===== src/rtl/id_stage_pipe_pkg.sv =====
// -----------------------------------------------------------------------------
// id_stage_pipe_pkg
// Shared types and constants for the RV32I decode stage: widths, ALU op codes,
// branch and memory-op encodings, opcode[6:2] constants and the packed control
// bundle. The bundle is 21 bits wide. The low 17 bits hold, MSB first,
// {REG_we, SRC_A, SRC_B[1:0], ALU[4:0], BRANCH[2:0], MemtoReg, MEM_we,
// MEM_op[2:0]}. The top four bits are reserved and always zero.
// -----------------------------------------------------------------------------
package id_stage_pipe_pkg;

   localparam int XLEN       = 32;
   localparam int REG_ADDR_W = 5;
   localparam int CNT_W      = 16;
   localparam int CTRL_W     = 21;
   localparam int ALU_W      = 5;

   typedef enum logic [ALU_W-1:0] {
      ALU_ADD   = 5'd0,  ALU_SUB    = 5'd1,  ALU_SLL   = 5'd2,  ALU_SLT  = 5'd3,
      ALU_SLTU  = 5'd4,  ALU_XOR    = 5'd5,  ALU_SRL   = 5'd6,  ALU_SRA  = 5'd7,
      ALU_OR    = 5'd8,  ALU_AND    = 5'd9,  ALU_PASSB = 5'd10,
      ALU_MUL   = 5'd16, ALU_MULH   = 5'd17, ALU_MULHSU = 5'd18, ALU_MULHU = 5'd19,
      ALU_DIV   = 5'd20, ALU_DIVU   = 5'd21, ALU_REM   = 5'd22, ALU_REMU = 5'd23
   } alu_op_e;

   // BR_JUMP covers JAL and JALR; ex tells them apart from the opcode and SRC_A.
   typedef enum logic [2:0] {
      BR_NONE = 3'd0, BR_JUMP = 3'd1, BR_EQ  = 3'd2, BR_NE   = 3'd3,
      BR_LT   = 3'd4, BR_GE   = 3'd5, BR_LTU = 3'd6, BR_GEU  = 3'd7
   } branch_e;

   // MEM_op is the load/store funct3.
   typedef enum logic [2:0] {
      MEM_B = 3'b000, MEM_H = 3'b001, MEM_W = 3'b010, MEM_BU = 3'b100, MEM_HU = 3'b101
   } mem_op_e;

   // SRC_A: 0 = rs1, 1 = pc.  SRC_B: rs2, immediate, or constant 4 (link address).
   typedef enum logic [1:0] {
      SRCB_RS2 = 2'd0, SRCB_IMM = 2'd1, SRCB_FOUR = 2'd2
   } src_b_e;

   localparam logic [4:0] OPC_LUI    = 5'b01101;
   localparam logic [4:0] OPC_AUIPC  = 5'b00101;
   localparam logic [4:0] OPC_JAL    = 5'b11011;
   localparam logic [4:0] OPC_JALR   = 5'b11001;
   localparam logic [4:0] OPC_BRANCH = 5'b11000;
   localparam logic [4:0] OPC_LOAD   = 5'b00000;
   localparam logic [4:0] OPC_STORE  = 5'b01000;
   localparam logic [4:0] OPC_OPIMM  = 5'b00100;
   localparam logic [4:0] OPC_OP     = 5'b01100;
   localparam logic [4:0] OPC_FENCE  = 5'b00011;

   typedef struct packed {
      logic [3:0] rsvd;
      logic       reg_we;
      logic       src_a;
      src_b_e     src_b;
      alu_op_e    alu;
      branch_e    branch;
      logic       mem_to_reg;
      logic       mem_we;
      mem_op_e    mem_op;
   } ctrl_t;

   // Base integer ALU op from funct3; alt selects SUB/SRA.
   function automatic alu_op_e alu_from_f3(input logic [2:0] f3, input logic alt);
      alu_op_e op;
      case (f3)
         3'b000:  op = alt ? ALU_SUB : ALU_ADD;
         3'b001:  op = ALU_SLL;
         3'b010:  op = ALU_SLT;
         3'b011:  op = ALU_SLTU;
         3'b100:  op = ALU_XOR;
         3'b101:  op = alt ? ALU_SRA : ALU_SRL;
         3'b110:  op = ALU_OR;
         3'b111:  op = ALU_AND;
         default: op = ALU_ADD;
      endcase
      return op;
   endfunction

endpackage


===== src/rtl/id_stage_pipe_if.sv =====
// -----------------------------------------------------------------------------
// id_stage_pipe_if
// Bundles every non-clock/reset signal of the decode stage: the if_id
// handshake and instruction, the register-file read port, and the ID/EX slot
// toward ex.
//   slave  : the decode stage (consumes i_*, drives o_*)
//   master : the environment around it (drives i_*, observes o_*)
// -----------------------------------------------------------------------------
interface id_stage_pipe_if;
   import id_stage_pipe_pkg::*;

   logic                  i_valid;
   logic                  o_ready;
   logic [XLEN-1:0]       i_pc_addr;
   logic [31:0]           i_inst_data;
   logic [REG_ADDR_W-1:0] o_reg1_r_addr;
   logic [REG_ADDR_W-1:0] o_reg2_r_addr;
   logic [XLEN-1:0]       i_reg1_r_data;
   logic [XLEN-1:0]       i_reg2_r_data;
   logic                  i_flush;
   logic                  i_ready;
   logic                  o_valid;
   logic [XLEN-1:0]       o_pc_addr;
   logic [31:0]           o_inst_data;
   logic [XLEN-1:0]       o_reg1_data;
   logic [XLEN-1:0]       o_reg2_data;
   logic [REG_ADDR_W-1:0] o_regd_addr;
   logic [XLEN-1:0]       o_imm_data;
   logic [CTRL_W-1:0]     o_ctrl;
   logic                  o_illegal;
   logic [CNT_W-1:0]      o_bubble_cnt;

   modport slave (
      input  i_valid, i_pc_addr, i_inst_data, i_reg1_r_data, i_reg2_r_data, i_flush, i_ready,
      output o_ready, o_reg1_r_addr, o_reg2_r_addr, o_valid, o_pc_addr, o_inst_data,
             o_reg1_data, o_reg2_data, o_regd_addr, o_imm_data, o_ctrl, o_illegal, o_bubble_cnt
   );

   modport master (
      output i_valid, i_pc_addr, i_inst_data, i_reg1_r_data, i_reg2_r_data, i_flush, i_ready,
      input  o_ready, o_reg1_r_addr, o_reg2_r_addr, o_valid, o_pc_addr, o_inst_data,
             o_reg1_data, o_reg2_data, o_regd_addr, o_imm_data, o_ctrl, o_illegal, o_bubble_cnt
   );
endinterface


===== src/rtl/id_stage_pipe_id_decode.sv =====
// -----------------------------------------------------------------------------
// id_stage_pipe_id_decode
// Purely combinational RV32I decoder.
//   inst_i     : instruction word
//   imm_o      : sign-extended immediate (0 for formats without one)
//   ctrl_o     : control bundle (all zero when illegal_o)
//   illegal_o  : unrecognised opcode/funct combination
//   uses_rs1_o : instruction reads rs1 (hazard qualification)
//   uses_rs2_o : instruction reads rs2 (hazard qualification)
// Build option ID_MEXT_EN: when defined, OP with funct7=0000001 decodes as
// RV32M (ALU codes 16..23). Otherwise those encodings are illegal.
// -----------------------------------------------------------------------------
module id_stage_pipe_id_decode
   import id_stage_pipe_pkg::*;
(
   input  logic [31:0]       inst_i,
   output logic [XLEN-1:0]   imm_o,
   output logic [CTRL_W-1:0] ctrl_o,
   output logic              illegal_o,
   output logic              uses_rs1_o,
   output logic              uses_rs2_o
);

   logic [4:0]      opc;
   logic [2:0]      f3;
   logic [6:0]      f7;
   logic [XLEN-1:0] imm_i, imm_s, imm_b, imm_u, imm_j;
   ctrl_t           c;
   ctrl_t           c_gated;
   logic            legal;
   logic            legal_s;

   assign opc = inst_i[6:2];
   assign f3  = inst_i[14:12];
   assign f7  = inst_i[31:25];

   assign imm_i = {{20{inst_i[31]}}, inst_i[31:20]};
   assign imm_s = {{20{inst_i[31]}}, inst_i[31:25], inst_i[11:7]};
   assign imm_b = {{19{inst_i[31]}}, inst_i[31], inst_i[7], inst_i[30:25], inst_i[11:8], 1'b0};
   assign imm_u = {inst_i[31:12], 12'h000};
   assign imm_j = {{11{inst_i[31]}}, inst_i[31], inst_i[19:12], inst_i[20], inst_i[30:21], 1'b0};

   assign uses_rs1_o = !((opc == OPC_LUI) || (opc == OPC_AUIPC) || (opc == OPC_JAL));
   assign uses_rs2_o = (opc == OPC_OP) || (opc == OPC_STORE) || (opc == OPC_BRANCH);

   // Opcode/funct decode into immediate, raw control fields and legality.
   always_comb begin
      c     = '0;
      imm_o = '0;
      legal = 1'b0;
      case (opc)
         OPC_LUI: begin
            imm_o = imm_u; c.reg_we = 1'b1; c.src_b = SRCB_IMM; c.alu = ALU_PASSB; legal = 1'b1;
         end
         OPC_AUIPC: begin
            imm_o = imm_u; c.reg_we = 1'b1; c.src_a = 1'b1; c.src_b = SRCB_IMM; legal = 1'b1;
         end
         OPC_JAL: begin
            imm_o = imm_j; c.reg_we = 1'b1; c.src_a = 1'b1; c.src_b = SRCB_FOUR;
            c.branch = BR_JUMP; legal = 1'b1;
         end
         OPC_JALR: begin
            imm_o = imm_i; c.reg_we = 1'b1; c.src_a = 1'b1; c.src_b = SRCB_FOUR;
            c.branch = BR_JUMP; legal = (f3 == 3'b000);
         end
         OPC_BRANCH: begin
            // funct3 00x -> EQ/NE, 1xx -> LT/GE/LTU/GEU; 01x is unused.
            imm_o    = imm_b;
            c.alu    = ALU_SUB;
            c.branch = f3[2] ? branch_e'({1'b1, f3[1:0]}) : branch_e'({2'b01, f3[0]});
            legal    = (f3[2:1] != 2'b01);
         end
         OPC_LOAD: begin
            imm_o = imm_i; c.reg_we = 1'b1; c.src_b = SRCB_IMM; c.mem_to_reg = 1'b1;
            c.mem_op = mem_op_e'(f3);
            legal = (f3 != 3'b011) && (f3[2:1] != 2'b11);
         end
         OPC_STORE: begin
            imm_o = imm_s; c.src_b = SRCB_IMM; c.mem_we = 1'b1; c.mem_op = mem_op_e'(f3);
            legal = (f3[2] == 1'b0) && (f3[1:0] != 2'b11);
         end
         OPC_OPIMM: begin
            imm_o = imm_i; c.reg_we = 1'b1; c.src_b = SRCB_IMM;
            case (f3)
               3'b001:  begin c.alu = ALU_SLL; legal = (f7 == 7'b0000000); end
               3'b101:  begin
                  c.alu = alu_from_f3(f3, f7[5]);
                  legal = (f7 == 7'b0000000) || (f7 == 7'b0100000);
               end
               default: begin c.alu = alu_from_f3(f3, 1'b0); legal = 1'b1; end
            endcase
         end
         OPC_OP: begin
            c.reg_we = 1'b1; c.src_b = SRCB_RS2;
            case (f7)
               7'b0000000: begin c.alu = alu_from_f3(f3, 1'b0); legal = 1'b1; end
               7'b0100000: begin
                  c.alu = alu_from_f3(f3, 1'b1);
                  legal = (f3 == 3'b000) || (f3 == 3'b101);
               end
`ifdef ID_MEXT_EN
               7'b0000001: begin c.alu = alu_op_e'({2'b10, f3}); legal = 1'b1; end
`endif
               default:    legal = 1'b0;
            endcase
         end
         OPC_FENCE: legal = 1'b1;
         default:   legal = 1'b0;
      endcase
   end

   // Compressed encodings (inst[1:0] != 11) are not supported.
   assign legal_s = legal && (inst_i[1:0] == 2'b11);

   // Final bundle: no writes to x0, everything zero for an illegal instruction.
   always_comb begin
      c_gated        = c;
      c_gated.reg_we = c.reg_we && (inst_i[11:7] != 5'd0);
      if (legal_s) begin
         ctrl_o    = c_gated;
         illegal_o = 1'b0;
      end else begin
         ctrl_o    = '0;
         illegal_o = 1'b1;
      end
   end

endmodule


===== src/rtl/id_stage_pipe.sv =====
// -----------------------------------------------------------------------------
// id_stage_pipe
// RV32I decode stage with a registered ID/EX slot, valid/ready flow control,
// flush, and load-use hazard detection that inserts one bubble per hazard.
//   i_clk   : clock, rising edge
//   i_reset : asynchronous active-low reset
//   bus     : id_stage_pipe_if.slave (if_id handshake, regfile read port,
//             ID/EX slot outputs, bubble counter)
// Build option ID_MEXT_EN enables RV32M decode in the decoder.
// -----------------------------------------------------------------------------
module id_stage_pipe
   import id_stage_pipe_pkg::*;
(
   input  logic           i_clk,
   input  logic           i_reset,
   id_stage_pipe_if.slave bus
);

   logic [XLEN-1:0]       dec_imm;
   logic [CTRL_W-1:0]     dec_ctrl;
   logic                  dec_illegal;
   logic                  dec_uses_rs1;
   logic                  dec_uses_rs2;
   logic [REG_ADDR_W-1:0] rs1, rs2;
   logic                  adv, hazard, load_en;

   logic                  valid_q, valid_d;
   logic [CNT_W-1:0]      cnt_q, cnt_d;
   logic [XLEN-1:0]       pc_q, rs1d_q, rs2d_q, imm_q;
   logic [31:0]           inst_q;
   logic [REG_ADDR_W-1:0] rd_q;
   ctrl_t                 ctrl_q;
   logic                  illegal_q;

   id_stage_pipe_id_decode u_dec (
      .inst_i     (bus.i_inst_data),
      .imm_o      (dec_imm),
      .ctrl_o     (dec_ctrl),
      .illegal_o  (dec_illegal),
      .uses_rs1_o (dec_uses_rs1),
      .uses_rs2_o (dec_uses_rs2)
   );

   assign rs1 = bus.i_inst_data[19:15];
   assign rs2 = bus.i_inst_data[24:20];
   assign bus.o_reg1_r_addr = rs1;
   assign bus.o_reg2_r_addr = rs2;

   // The slot can take new contents when empty or when ex drains it this cycle.
   assign adv    = !valid_q || bus.i_ready;
   assign hazard = bus.i_valid && valid_q && ctrl_q.mem_to_reg && (rd_q != 5'd0) &&
                   ((dec_uses_rs1 && (rs1 == rd_q)) || (dec_uses_rs2 && (rs2 == rd_q)));
   // A flush consumes (and drops) the input regardless of the slot state.
   assign bus.o_ready = bus.i_flush || (adv && !hazard);

   // Slot next-state: flush > bubble > advance > hold.
   always_comb begin
      valid_d = valid_q;
      cnt_d   = cnt_q;
      load_en = 1'b0;
      if (bus.i_flush) begin
         valid_d = 1'b0;
      end else if (adv && hazard) begin
         valid_d = 1'b0;
         cnt_d   = (cnt_q == {CNT_W{1'b1}}) ? cnt_q : cnt_q + CNT_W'(1);
      end else if (adv) begin
         valid_d = bus.i_valid;
         load_en = bus.i_valid;
      end else begin
         valid_d = valid_q;
      end
   end

   // ID/EX slot registers; payload only moves when a valid instruction is taken.
   always_ff @(posedge i_clk or negedge i_reset) begin
      if (!i_reset) begin
         valid_q   <= 1'b0;
         cnt_q     <= '0;
         pc_q      <= '0;
         inst_q    <= '0;
         rs1d_q    <= '0;
         rs2d_q    <= '0;
         rd_q      <= '0;
         imm_q     <= '0;
         ctrl_q    <= '0;
         illegal_q <= 1'b0;
      end else begin
         valid_q <= valid_d;
         cnt_q   <= cnt_d;
         if (load_en) begin
            pc_q      <= bus.i_pc_addr;
            inst_q    <= bus.i_inst_data;
            rs1d_q    <= bus.i_reg1_r_data;
            rs2d_q    <= bus.i_reg2_r_data;
            rd_q      <= bus.i_inst_data[11:7];
            imm_q     <= dec_imm;
            ctrl_q    <= ctrl_t'(dec_ctrl);
            illegal_q <= dec_illegal;
         end
      end
   end

   assign bus.o_valid      = valid_q;
   assign bus.o_pc_addr    = pc_q;
   assign bus.o_inst_data  = inst_q;
   assign bus.o_reg1_data  = rs1d_q;
   assign bus.o_reg2_data  = rs2d_q;
   assign bus.o_regd_addr  = rd_q;
   assign bus.o_imm_data   = imm_q;
   assign bus.o_ctrl       = ctrl_q;
   assign bus.o_illegal    = illegal_q;
   assign bus.o_bubble_cnt = cnt_q;

endmodule


===== src/flat_wrapper.sv =====
// flat-port wrapper written by rule: the top's interface ports become plain ports
module id_stage_pipe_flat import id_stage_pipe_pkg::*;
  (i_clk, i_reset, bus_i_valid, bus_i_pc_addr, bus_i_inst_data, bus_i_reg1_r_data, bus_i_reg2_r_data, bus_i_flush, bus_i_ready, bus_o_ready, bus_o_reg1_r_addr, bus_o_reg2_r_addr, bus_o_valid, bus_o_pc_addr, bus_o_inst_data, bus_o_reg1_data, bus_o_reg2_data, bus_o_regd_addr, bus_o_imm_data, bus_o_ctrl, bus_o_illegal, bus_o_bubble_cnt);
  id_stage_pipe_if bus_i ();
  input  logic i_clk;
  input  logic i_reset;
  input wire logic [$bits(bus_i.i_valid)-1:0] bus_i_valid;
  input wire logic [$bits(bus_i.i_pc_addr)-1:0] bus_i_pc_addr;
  input wire logic [$bits(bus_i.i_inst_data)-1:0] bus_i_inst_data;
  input wire logic [$bits(bus_i.i_reg1_r_data)-1:0] bus_i_reg1_r_data;
  input wire logic [$bits(bus_i.i_reg2_r_data)-1:0] bus_i_reg2_r_data;
  input wire logic [$bits(bus_i.i_flush)-1:0] bus_i_flush;
  input wire logic [$bits(bus_i.i_ready)-1:0] bus_i_ready;
  output wire logic [$bits(bus_i.o_ready)-1:0] bus_o_ready;
  output wire logic [$bits(bus_i.o_reg1_r_addr)-1:0] bus_o_reg1_r_addr;
  output wire logic [$bits(bus_i.o_reg2_r_addr)-1:0] bus_o_reg2_r_addr;
  output wire logic [$bits(bus_i.o_valid)-1:0] bus_o_valid;
  output wire logic [$bits(bus_i.o_pc_addr)-1:0] bus_o_pc_addr;
  output wire logic [$bits(bus_i.o_inst_data)-1:0] bus_o_inst_data;
  output wire logic [$bits(bus_i.o_reg1_data)-1:0] bus_o_reg1_data;
  output wire logic [$bits(bus_i.o_reg2_data)-1:0] bus_o_reg2_data;
  output wire logic [$bits(bus_i.o_regd_addr)-1:0] bus_o_regd_addr;
  output wire logic [$bits(bus_i.o_imm_data)-1:0] bus_o_imm_data;
  output wire logic [$bits(bus_i.o_ctrl)-1:0] bus_o_ctrl;
  output wire logic [$bits(bus_i.o_illegal)-1:0] bus_o_illegal;
  output wire logic [$bits(bus_i.o_bubble_cnt)-1:0] bus_o_bubble_cnt;
  assign bus_i.i_valid = bus_i_valid;
  assign bus_i.i_pc_addr = bus_i_pc_addr;
  assign bus_i.i_inst_data = bus_i_inst_data;
  assign bus_i.i_reg1_r_data = bus_i_reg1_r_data;
  assign bus_i.i_reg2_r_data = bus_i_reg2_r_data;
  assign bus_i.i_flush = bus_i_flush;
  assign bus_i.i_ready = bus_i_ready;
  assign bus_o_ready = bus_i.o_ready;
  assign bus_o_reg1_r_addr = bus_i.o_reg1_r_addr;
  assign bus_o_reg2_r_addr = bus_i.o_reg2_r_addr;
  assign bus_o_valid = bus_i.o_valid;
  assign bus_o_pc_addr = bus_i.o_pc_addr;
  assign bus_o_inst_data = bus_i.o_inst_data;
  assign bus_o_reg1_data = bus_i.o_reg1_data;
  assign bus_o_reg2_data = bus_i.o_reg2_data;
  assign bus_o_regd_addr = bus_i.o_regd_addr;
  assign bus_o_imm_data = bus_i.o_imm_data;
  assign bus_o_ctrl = bus_i.o_ctrl;
  assign bus_o_illegal = bus_i.o_illegal;
  assign bus_o_bubble_cnt = bus_i.o_bubble_cnt;
  id_stage_pipe u_core (.i_clk(i_clk), .i_reset(i_reset), .bus(bus_i));
endmodule

===== config.mk =====
export PLATFORM = sky130hd
export DESIGN_NAME = id_stage_pipe_flat
export DESIGN_NICKNAME = d
export VERILOG_FILES = /design/src/rtl/id_stage_pipe_pkg.sv /design/src/rtl/id_stage_pipe_if.sv /design/src/rtl/id_stage_pipe_id_decode.sv /design/src/rtl/id_stage_pipe.sv /design/src/flat_wrapper.sv
export SDC_FILE = /design/constraint.sdc
export NUM_CORES = 1
export LEC_CHECK = 0
export BUFFER_PORTS_ARGS = -buffer_cell sky130_fd_sc_hd__buf_2
export CORE_MARGIN = 3
export CORE_UTILIZATION = 45
export DETAILED_ROUTE_END_ITERATION = 10
export GPL_TIMING_DRIVEN = 1
export PLACE_DENSITY_LB_ADDON = 0.3
export SYNTH_ARGS = -nofsm -noshare
export SYNTH_HDL_FRONTEND = slang
export SYNTH_HIERARCHICAL = 1
export SYNTH_SLANG_ARGS = --single-unit
export TNS_END_PERCENT = 30

===== constraint.sdc =====
create_clock -name i_clk -period 2 [get_ports i_clk]
set_clock_uncertainty 0.1 [all_clocks]
set_input_delay 0.2 -clock i_clk [delete_from_list [all_inputs] [get_ports i_clk]]
set_output_delay 0.2 -clock i_clk [all_outputs]
set_load 0.01 [all_outputs]

**Word-level counts from Yosys, hierarchy flattened**

Memory sizes are Yosys's and may differ from the RTL's.
Cells that the tools add are included.

- Output and inout bits: 215
- Memories kept: 3
- Memory bits (read-only): 96
- Flip-flop bits (word level): 204

Memories:

| name | depth | width | rd ports | clocked after memory_dff | write ports | RTL line | text |
|---|---|---|---|---|---|---|---|
| (name not given) | 8 | 4 | 1 | 0 | 0 | id_stage_pipe_pkg.sv:67 | `case (f3)` |
| (name not given) | 8 | 4 | 1 | 0 | 0 | id_stage_pipe_pkg.sv:67 |  |
| (name not given) | 8 | 4 | 1 | 0 | 0 | id_stage_pipe_pkg.sv:67 |  |

- Bitwise logic cells: 3
- $add $sub $neg: 1
- Muxes and demuxes: 24
- Eq/ne operators: 20
- Reduce and logical (&&, ||, !) cells: 39

Operator list:

| operator | count |
|---|---|
| case mux 32 bit (5 select lines) | 1 |
| case mux 5 bit (2 select lines) | 2 |
| case mux 5 bit (4 select lines) | 1 |
| 2-to-1 mux 17 bit | 1 |
| adder 16 x 1 -> 16 bit, second input constant | 1 |
| equality test 16 bit, second input constant | 1 |
| equality test 5 x 4 -> 1 bit, second input constant | 3 |
| equality test 5 bit, second input constant | 3 |
| logical AND 1 bit | 12 |
| 2-to-1 mux 1 bit | 12 |
| equality test 5 x 3 -> 1 bit, second input constant | 2 |
| equality test 5 bit | 2 |
| nonzero test 5 bit | 2 |
| logical OR 1 bit | 9 |
| equality test 7 x 6 -> 1 bit, second input constant | 1 |
| zero test 7 bit | 1 |
| case mux 1 bit (7 select lines) | 1 |
| OR reduction 7 bit | 1 |
| 2-to-1 mux 3 bit | 2 |
| case mux 3 bit (2 select lines) | 1 |
| OR reduction 2 bit | 3 |
| OR reduction 3 bit | 2 |
| equality test 5 x 2 -> 1 bit, second input constant | 1 |
| zero test 5 bit | 1 |
| 15 further kinds | 21 |

**Longest topological paths before layout**

Gate-level depths: netlist of the first run.

- Depth in word-level cells: 10
- Mapped depth: 10
- Gate-level depth less buffers: 8

**By module**

The synthesis of the first run kept the hierarchy.

Modules (own cells, without submodules):

| module | instances | area an instance (µm²) | seq. area each (µm²) | cells an instance |
|---|---|---|---|---|
| id_stage_pipe | 1 | 8633.3 | 4979.8 | 500 |
| id_stage_pipe_id_decode | 1 | 1052.3 | 0.0 | 174 |

**Worst setup path after synthesis of the first run**

Ideal clock, no wire load.

- Path kind: input to register
- Start: input bus_i_inst_data[4]
- End: register u_core.ctrl_q, in the netlist u_core/bus.o_ctrl[0]
- Arrival time: 2.122 ns
- Library setup time: 0.125 ns
- Required time: 1.775 ns
- Path buffers: 2
- Stages on the path: 9
- Path slack: -0.347 ns
- Cells stage by stage: and2b_1 > a32oi_1 > nor2_2 > inv_1 > a32oi_2 > o211a_1 > buf_6 > buf_6 > mux2_4

- Word-level cells in the longest chain between the ends: 10
- Elaborated cells between the ends (all ways): 28
- Classes of those cells: 9 x eq/ne; 5 x mux; 14 x reduce/logical

Ends and longest elaborated chain:

| what | RTL line | text |
|---|---|---|
| from (decl) | flat_wrapper.sv:9 | `input wire logic [$bits(bus_i.i_inst_data)-1:0] bus_i_inst_data;` |
| equality test 5 x 4 -> 1 bit or equality test 5 x 3 -> 1 bit (tied branches) | id_stage_pipe_id_decode.sv:43 | `assign uses_rs1_o = !((opc == OPC_LUI) \|\| (opc == OPC_AUIPC) \|\| (opc == OPC_JAL));` |
| logical OR 1 bit | id_stage_pipe_id_decode.sv:43 |  |
| logical OR 1 bit (*) | id_stage_pipe_id_decode.sv:43 |  |
| zero test 1 bit (*) | id_stage_pipe_id_decode.sv:43 |  |
| net u_core.dec_uses_rs1 | id_stage_pipe.sv:22 | `logic dec_uses_rs1;` |
| logical AND 1 bit (*) | id_stage_pipe.sv:52 | `((dec_uses_rs1 && (rs1 == rd_q)) \|\| (dec_uses_rs2 && (rs2 == rd_q)));` |
| logical OR 1 bit (*) | id_stage_pipe.sv:52 |  |
| logical AND 1 bit (*) | id_stage_pipe.sv:51 | `assign hazard = bus.i_valid && valid_q && ctrl_q.mem_to_reg && (rd_q != 5'd0) &&` |
| logical AND 1 bit (*) | id_stage_pipe.sv:63 | `end else if (adv && hazard) begin` |
| 2-to-1 mux 1 bit (*) | id_stage_pipe.sv:63 |  |
| 2-to-1 mux 1 bit (*) | id_stage_pipe.sv:61 | `if (bus.i_flush) begin` |
| to (signal assigned) | id_stage_pipe.sv:97 | `ctrl_q <= ctrl_t'(dec_ctrl);` |
| to (decl) | id_stage_pipe.sv:32 | `ctrl_t ctrl_q;` |

Mark *: on every way through the listed nets, which the timed path passes. The rest lies on a longest branch.
A chain may end at the register's enable or synchronous reset.

==> impl_table.tex, run 1 <==
\begin{tabular}{lr}
\hline
Metric & Value \\
\hline
\multicolumn{2}{l}{\textbf{Detailed routing}} \\
Violation count after the first detailed-route iteration & 428 \\
Antenna viol nets, final & 0 \\
DRC violation count after routing & 0 \\
Post-Route WL & 29900 um \\
Detailed-routing iteration count for the pre-antenna-repair pass & 4 \\
Via-to-Cell Ratio & 5.02 \\
Average wire length per cell after detail routing & 19.8 um \\
Total number of vias & 7589 \\
\multicolumn{2}{l}{\textbf{Clocking}} \\
Total clock buffers created by CTS & 17 \\
Level count of the clock H-tree & 4 \\
Maximum root-to-sink buffer count & 2 \\
Clock transition time at the flip-flop clock pins of the worst setup and hold paths & 0.07 ns \\
Clock network latency to the later pin of the worst-skew pair & 0.43 ns \\
Clock tree from TritonCTS & built \\
Root buffer cell & sky130\_fd\_sc\_hd\_\_clkbuf\_16 \\
Sinks on the clock net & 199 \\
\multicolumn{2}{l}{\textbf{STA}} \\
Share of the cycle needed by the critical path after routing & 118\% \\
Slew margin rel. & 29.2\% \\
Count of final setup violators & 192 \\
Final max-slew violation count & 0 \\
Slew of the pin with the lowest slew margin & 1.06 ns \\
Worst Setup Slack, final & -0.365 ns \\
Timing-limited maximum frequency & 423 MHz \\
Total negative slack for setup checks & -55.71 ns \\
Unrepaired setup endpoints after global routing & yes \\
Time the worst path needs with I/O delays and setup & 2.37 ns \\
Final-report hold violation count & 0 \\
\multicolumn{2}{l}{\textbf{Power and ir drop}} \\
Power after layout & 11.5 mW \\
Leakage power summed over all cells & 7.45 nW \\
Total power per unit cell area & 794 nW/um2 \\
VDD IR-drop max & 412 uV \\
\multicolumn{2}{l}{\textbf{Global routing}} \\
Global-route wire length before repair & 46800 um \\
Number of global-route vias before repair & 8129 \\
Maximum number of pins on one net before global-route repair & 69 \\
Global-route usage over all layers & 25.2\% \\
Antenna violations before repair & 1 \\
Global route total overflow & 0 \\
\multicolumn{2}{l}{\textbf{Critical path}} \\
Critical Path Fanout Max & 13 \\
Crit path capture type & flip-flop \\
Element type at the critical path start & flip-flop \\
Critical Path AT & 2.57 ns \\
R2R cell count & 6 \\
Data required, critical path & 2.20 ns \\
Type of the setup path with the least slack & reg2reg \\
\multicolumn{2}{l}{\textbf{Layout}} \\
Commonest cells after routing, fill and taps aside & sky130\_fd\_sc\_hd\_\_buf\_2 (345), sky130\_fd\_sc\_hd\_\_dfrtp\_1 (196), sky130\_fd\_sc\_hd\_\_mux2\_4 (180) \\
Area added between synthesis and finish & 49.7\% \\
Leading cell type in the layout, fill and taps excluded & sky130\_fd\_sc\_hd\_\_buf\_2 \\
Share of post-route cells with drive strength above 1 & 58.4\% \\
Ant. Diodes & 0 \\
Layout fillers & 1416 \\
Number of cells in the finished layout apart from fillers & 1511 \\
Final cell utilization of the core & 68.8\% \\
Total Nets Final & 1362 \\
\multicolumn{2}{l}{\textbf{Synthesis}} \\
Async S/R FF share, synth & 100\% \\
Register bit total from synthesis & 199 \\
Cells taking the most area after synthesis & sky130\_fd\_sc\_hd\_\_dfrtp\_1 (51\%), sky130\_fd\_sc\_hd\_\_mux2\_4 (28\%), sky130\_fd\_sc\_hd\_\_buf\_6 (2.6\%) \\
Fraction of the yosys area taken by sequential cells & 51.4\% \\
Share of the synthesized area in the top cell type & 51.4\% \\
Number of cells produced by synthesis & 674 \\
Netlist area before placement & 9690 um2 \\
Warnings from Yosys & 6 \\
Primary flip-flop cell chosen by synthesis mapping & sky130\_fd\_sc\_hd\_\_dfrtp\_1 \\
Average cell area after synthesis & 14.4 um2 \\
Count of flip-flops with a built-in enable after synthesis & 0 \\
Biggest area consumer among synthesized cells & sky130\_fd\_sc\_hd\_\_dfrtp\_1 \\
Number of distinct library cells after synthesis & 56 \\
\multicolumn{2}{l}{\textbf{Worst hold path}} \\
Worst hold path class & in2reg \\
Hold path cells & 3 \\
\multicolumn{2}{l}{\textbf{Floorplanning}} \\
Total die area & 23300 um2 \\
IO Pins & 348 \\
Die Wd & 153 um \\
Die extent in y & 153 um \\
Initial standard-cell utilization of the core & 45.9\% \\
Rows & 53 \\
Area of the core region & 21100 um2 \\
\multicolumn{2}{l}{\textbf{Placed design}} \\
Half-perimeter wire length after placement & 20000 um \\
Final weighted congestion in routability-driven placement & 0.876 \\
Worst setup slack before clock tree synthesis & -0.428 ns \\
Quantity of I/O buffers inserted on ports & 347 \\
Placed instance count & 1359 \\
\multicolumn{2}{l}{\textbf{Status}} \\
Result of the run & complete, but fails checks \\
Violated checks & negative setup slack \\
\multicolumn{2}{l}{\textbf{Flow run}} \\
Count of max-cap constraint violations & 0 \\
\hline
\end{tabular}
[synth_stat cells (3+ instances only)]
library cell and instances:
sky130_fd_sc_hd__nand2b_1 5, sky130_fd_sc_hd__or4_1 4, sky130_fd_sc_hd__nor4_1 13, sky130_fd_sc_hd__xnor2_1 6, sky130_fd_sc_hd__a21oi_2 3, sky130_fd_sc_hd__nand2_1 46, sky130_fd_sc_hd__and2_1 9, sky130_fd_sc_hd__inv_1 5
sky130_fd_sc_hd__nor2_1 18, sky130_fd_sc_hd__nand4_1 6, sky130_fd_sc_hd__clkbuf_1 11, sky130_fd_sc_hd__a21oi_1 11, sky130_fd_sc_hd__and3_1 4, sky130_fd_sc_hd__buf_6 22, sky130_fd_sc_hd__a21o_1 10, sky130_fd_sc_hd__mux2_2 3
sky130_fd_sc_hd__or3_1 3, sky130_fd_sc_hd__ha_1 6, sky130_fd_sc_hd__mux2_4 180, sky130_fd_sc_hd__nand3_1 9, sky130_fd_sc_hd__buf_2 4, sky130_fd_sc_hd__nor3_1 7, sky130_fd_sc_hd__dfrtp_1 199, sky130_fd_sc_hd__nor3b_1 3
sky130_fd_sc_hd__xor2_1 19, sky130_fd_sc_hd__buf_4 20, sky130_fd_sc_hd__o21ai_0 8, sky130_fd_sc_hd__a22o_1 4
[cell families after synthesis]
kind of cell,share of synthesized area (%)
compound gates,4.61
mux,28.3
xor+xnor,2.26
buf+inv,4.93
simple gates,7.71
other cells,0.0387
flops,51.4
fa+ha+maj,0.775
[worst max-delay path: stages (launching register included)]
cell and delay [ns]:
sky130_fd_sc_hd__dfrtp_1 0.42, sky130_fd_sc_hd__or4_1 0.58, sky130_fd_sc_hd__o21ai_2 0.18, sky130_fd_sc_hd__o211a_4 0.24, sky130_fd_sc_hd__buf_12 0.19, sky130_fd_sc_hd__buf_12 0.17
sky130_fd_sc_hd__mux2_2 0.35
[area by class of cell]
class,instances,area (um2),share of cell area (%)
repair buffers,583,4080,28.2
clock buffers,17,425,2.93
multi-input cells,417,4440,30.6
well taps,275,344,2.37
inverters,5,18.8,0.129
flip-flops and latches,199,4980,34.4
clock inverters,15,205,1.42
[what timing repair did]
item                                    CTS  global route
resized for setup                        28            24
hold endpoints to repair                169             0
pin swaps                                 6            14
endpoints found under the setup margin  195           200
buffers inserted                          6             3
hold buffers                            111             0
[sequential cells by signal, indices dropped and copies added, names as in the netlist]
signal	count
u_core/bus.o_reg2_data	32
u_core/bus.o_valid	1
u_core/bus.o_pc_addr	32
u_core/bus.o_imm_data	32
u_core/bus.o_ctrl	21
u_core/bus.o_reg1_data	32
u_core/bus.o_bubble_cnt	16
u_core/bus.o_illegal	1
u_core/bus.o_inst_data	32
[power by group]
| part | total (mW) | internal, mW | switching [mW] |
|---|---|---|---|
| clock network | 3.64 | 1.93 | 1.70 |
| registers | 4.89 | 4.56 | 0.338 |
| logic | 2.98 | 1.67 | 1.31 |
[worst paths after layout]
kind	startpoint	end	slack (ns)
setup / recovery	u_core/bus.o_inst_data[8]	u_core/bus.o_pc_addr[9]	-0.37
min in group asynchronous	i_reset	u_core/bus.o_ctrl[5]	0.25
hold / removal	bus_i_inst_data[19]	u_core/bus.o_inst_data[19]	0.05
max in group asynchronous	i_reset	u_core/bus.o_inst_data[11]	0.80
setup reg to reg	u_core/bus.o_inst_data[8]	u_core/bus.o_pc_addr[9]	-0.37
hold reg to reg	u_core/bus.o_bubble_cnt[10]	u_core/bus.o_bubble_cnt[10]	0.40
[through the flow]
step | hold WS, ns | cell area (um2)
2_1_floorplan | -0.196 | 9710
3_3_place_gp | 0.155 | 12400
3_5_place_dp | 0.150 | 12400
4_1_cts | 0.0260 | 14400
5_1_grt | 0.0541 | 14500
6_report | 0.0535 | 14500
[metal layers]
layer	share of wire (%)	track usage, %	wire [um]	up-vias
met4	3.0	8.61	892	2
met2	51	43.0	15200	294
met5	0.044	0	13	-
met1	40	31.6	12100	3762
met3	5.5	5.91	1650	61
li1	-	-	-	3470
Note: power is estimated with default switching activity, not from simulation.
==> run 2: changes to the inputs <==
CORE_UTILIZATION = 50   (was 45)
clock period = 2.65 ns   (was 2 ns; I/O delays follow)
==> run 2 against run 1 <==
  * Die area decreased by 9.6%
  * Global-route usage increased by 2.9 points
  * Sequential power decreased by 24%
  * Total power decreased by 28%
  * Final area decreased by 7.8%
  * Register-to-register slack improved by 0.56 ns
  * The flow now finishes without violations
  * Critical path depth increased by 1
==> impl_table.tex, run 2 (same netlist as run 1, synthesis figures left out) <==
\begin{tabular}{lr}
\hline
Metric & Value \\
\hline
\multicolumn{2}{l}{\textbf{Detailed routing}} \\
Total number of vias & 7305 \\
Post-Route WL & 29600 um \\
Via-to-Cell Ratio & 5.21 \\
DRC violation count after routing & 0 \\
Detailed-routing iteration count for the pre-antenna-repair pass & 5 \\
Antenna viol nets, final & 0 \\
Violation count after the first detailed-route iteration & 433 \\
Average wire length per cell after detail routing & 21.1 um \\
\multicolumn{2}{l}{\textbf{Clocking}} \\
Total clock buffers created by CTS & 17 \\
Clock transition time at the flip-flop clock pins of the worst setup and hold paths & 0.07 ns \\
Root buffer cell & sky130\_fd\_sc\_hd\_\_clkbuf\_16 \\
Level count of the clock H-tree & 4 \\
Maximum root-to-sink buffer count & 2 \\
Clock tree from TritonCTS & built \\
Clock network latency to the later pin of the worst-skew pair & 0.43 ns \\
Sinks on the clock net & 199 \\
\multicolumn{2}{l}{\textbf{Power and ir drop}} \\
Leakage power summed over all cells & 6.85 nW \\
Net Sw Frac & 29.9\% \\
Power share of the sequential group & 44.5\% \\
VDD IR-drop max & 381 uV \\
Internal power summed over all cells & 5.85 mW \\
Comb pwr share & 25.1\% \\
P\_sw & 2.50 mW \\
Part of the total power dissipated in the clock network & 30.4\% \\
Total power per unit cell area & 624 nW/um2 \\
\multicolumn{2}{l}{\textbf{Floorplanning}} \\
Area of the core region & 18900 um2 \\
Die extent in y & 145 um \\
Die Wd & 145 um \\
Rows & 50 \\
Initial standard-cell utilization of the core & 51.3\% \\
Total die area & 21100 um2 \\
IO Pins & 348 \\
\multicolumn{2}{l}{\textbf{Placed design}} \\
Half-perimeter wire length after placement & 19300 um \\
Final weighted congestion in routability-driven placement & 0.847 \\
Placed instance count & 1268 \\
Quantity of I/O buffers inserted on ports & 347 \\
\multicolumn{2}{l}{\textbf{STA}} \\
Slew margin rel. & 30.0\% \\
Share of the cycle needed by the critical path after routing & 94.4\% \\
Unrepaired setup endpoints after global routing & no \\
Final max-slew violation count & 0 \\
Post-route worst hold slack & 0.0182 ns \\
Total negative slack for setup checks & 0 ns \\
Slew of the pin with the lowest slew margin & 1.05 ns \\
Time the worst path needs with I/O delays and setup & 2.50 ns \\
Final-report hold violation count & 0 \\
Count of final setup violators & 0 \\
Timing-limited maximum frequency & 400 MHz \\
\multicolumn{2}{l}{\textbf{Critical path}} \\
Critical Path AT & 2.14 ns \\
Critical Path Fanout Max & 17 \\
Max incr delay on CP & 0.46 ns \\
Element type at the critical path start & flip-flop \\
Crit path capture type & output pin \\
Type of the setup path with the least slack & reg2out \\
Crit-path cells & xor2\_1 > nor4\_2 > a32oi\_2 > buf\_4 > o21ai\_0 > nand2b\_1 > buf\_2 \\
Crit path max-delay family & flip-flops \\
Combined buffer and inverter count along the critical path & 2 \\
Data required, critical path & 2.29 ns \\
Critical-path top delay cell & sky130\_fd\_sc\_hd\_\_dfrtp\_2 \\
\multicolumn{2}{l}{\textbf{Worst hold path}} \\
Worst hold path class & in2reg \\
\multicolumn{2}{l}{\textbf{Global routing}} \\
Maximum number of pins on one net before global-route repair & 66 \\
Global-route wire length before repair & 46600 um \\
Antenna violations before repair & 2 \\
Met3 global-route usage & 7.09\% \\
Global route total overflow & 0 \\
Number of global-route vias before repair & 7776 \\
Global routing's busiest layer & met2 \\
Global-route usage over all layers & 28.0\% \\
Global routing usage on met1 & 35.5\% \\
M2 GR Usage & 44.9\% \\
\multicolumn{2}{l}{\textbf{Layout}} \\
Leading cell type in the layout, fill and taps excluded & sky130\_fd\_sc\_hd\_\_buf\_2 \\
Total Nets Final & 1268 \\
Commonest cells after routing, fill and taps aside & sky130\_fd\_sc\_hd\_\_buf\_2 (346), sky130\_fd\_sc\_hd\_\_dfrtp\_1 (197), sky130\_fd\_sc\_hd\_\_mux2\_4 (180) \\
Area added between synthesis and finish & 38.1\% \\
Share of post-route cells with drive strength above 1 & 54.0\% \\
Layout fillers & 1314 \\
Number of cells in the finished layout apart from fillers & 1403 \\
\multicolumn{2}{l}{\textbf{Flow run}} \\
Count of max-cap constraint violations & 0 \\
\multicolumn{2}{l}{\textbf{Status}} \\
Result of the run & completed \\
\hline
\end{tabular}
[run 2: final cells by class]
cell class                      instances  area (um2)  area share, %
Sequential cell                       199        4980           37.2
Multi-Input combinational cell        417        4270           31.9
Timing Repair Buffer                  489        3200           23.9
Clock buffer                           18         439           3.28
Tap cell                              260         325           2.43
Clock inverter                         14         140           1.05
Inverter                                5        18.8          0.140
Antenna cell                            1        2.50         0.0187
[run 2: worst paths after layout]
kind	startpoint	end	slack, ns	depth (start not counted)
max in group asynchronous	i_reset	u_core/bus.o_pc_addr[22]	1.33	3
worst min-delay path	bus_i_inst_data[10]	u_core/bus.o_inst_data[10]	0.02	2
worst min register to register	u_core/bus.o_bubble_cnt[13]	u_core/bus.o_bubble_cnt[13]	0.39	1
worst max register to register	u_core/bus.o_inst_data[8]	u_core/bus.o_reg1_data[24]	0.19	8
min in group asynchronous	i_reset	u_core/bus.o_pc_addr[15]	0.28	2
worst max-delay path	u_core/bus.o_inst_data[8]	bus_o_ready	0.15	7
[run 2: power by group through the flow]
| stage | sequential [mW] | clock (mW) | combinational (mW) |
|---|---|---|---|
| 5_1_grt | 3.76 | 2.72 | 2.20 |
| 6_report | 3.71 | 2.54 | 2.09 |
| 2_1_floorplan | 3.91 | 0 | 0.902 |
| 3_3_place_gp | 3.71 | 0 | 1.89 |
| 3_5_place_dp | 3.73 | 0 | 1.92 |
| 4_1_cts | 3.68 | 2.58 | 2.05 |
[run 2: repair_timing]
item | CTS | global route
endpoints found under the hold margin | 161 | 0
gates resized for setup | 0 | 4
buffers inserted | 0 | 1
setup endpoints to repair | 0 | 1
hold buffers | 101 | 0
[run 2: worst reg2reg max path: cells and delay by family (launching register included)]
| family | cells | cell delay [ns] |
|---|---|---|
| xor+xnor | 1 | 0.18 |
| flops | 1 | 0.46 |
| buf+inv | 3 | 0.52 |
| simple gates | 1 | 0.31 |
| compound gates | 2 | 0.45 |
| mux | 1 | 0.32 |
[run 2: layer usage]
| metal | up-vias | wire length [um] |
|---|---|---|
| li1 | 3277 | - |
| met3 | 89 | 1870 |
| met2 | 327 | 14300 |
| met5 | - | 13 |
| met1 | 3610 | 12000 |
| met4 | 2 | 1430 |
[run 2: stage by stage]
stage          setup slack, ns  area (um2)  utilization [%]  power (mW)
2_1_floorplan            0.238        9700                -        4.81
3_3_place_gp             0.270       11800             62.3        5.60
3_5_place_dp             0.189       11800             62.3        5.66
4_1_cts                 0.0562       13400             70.7        8.32
5_1_grt                0.00732       13400             70.8        8.68
6_report                 0.149       13400             70.8        8.34
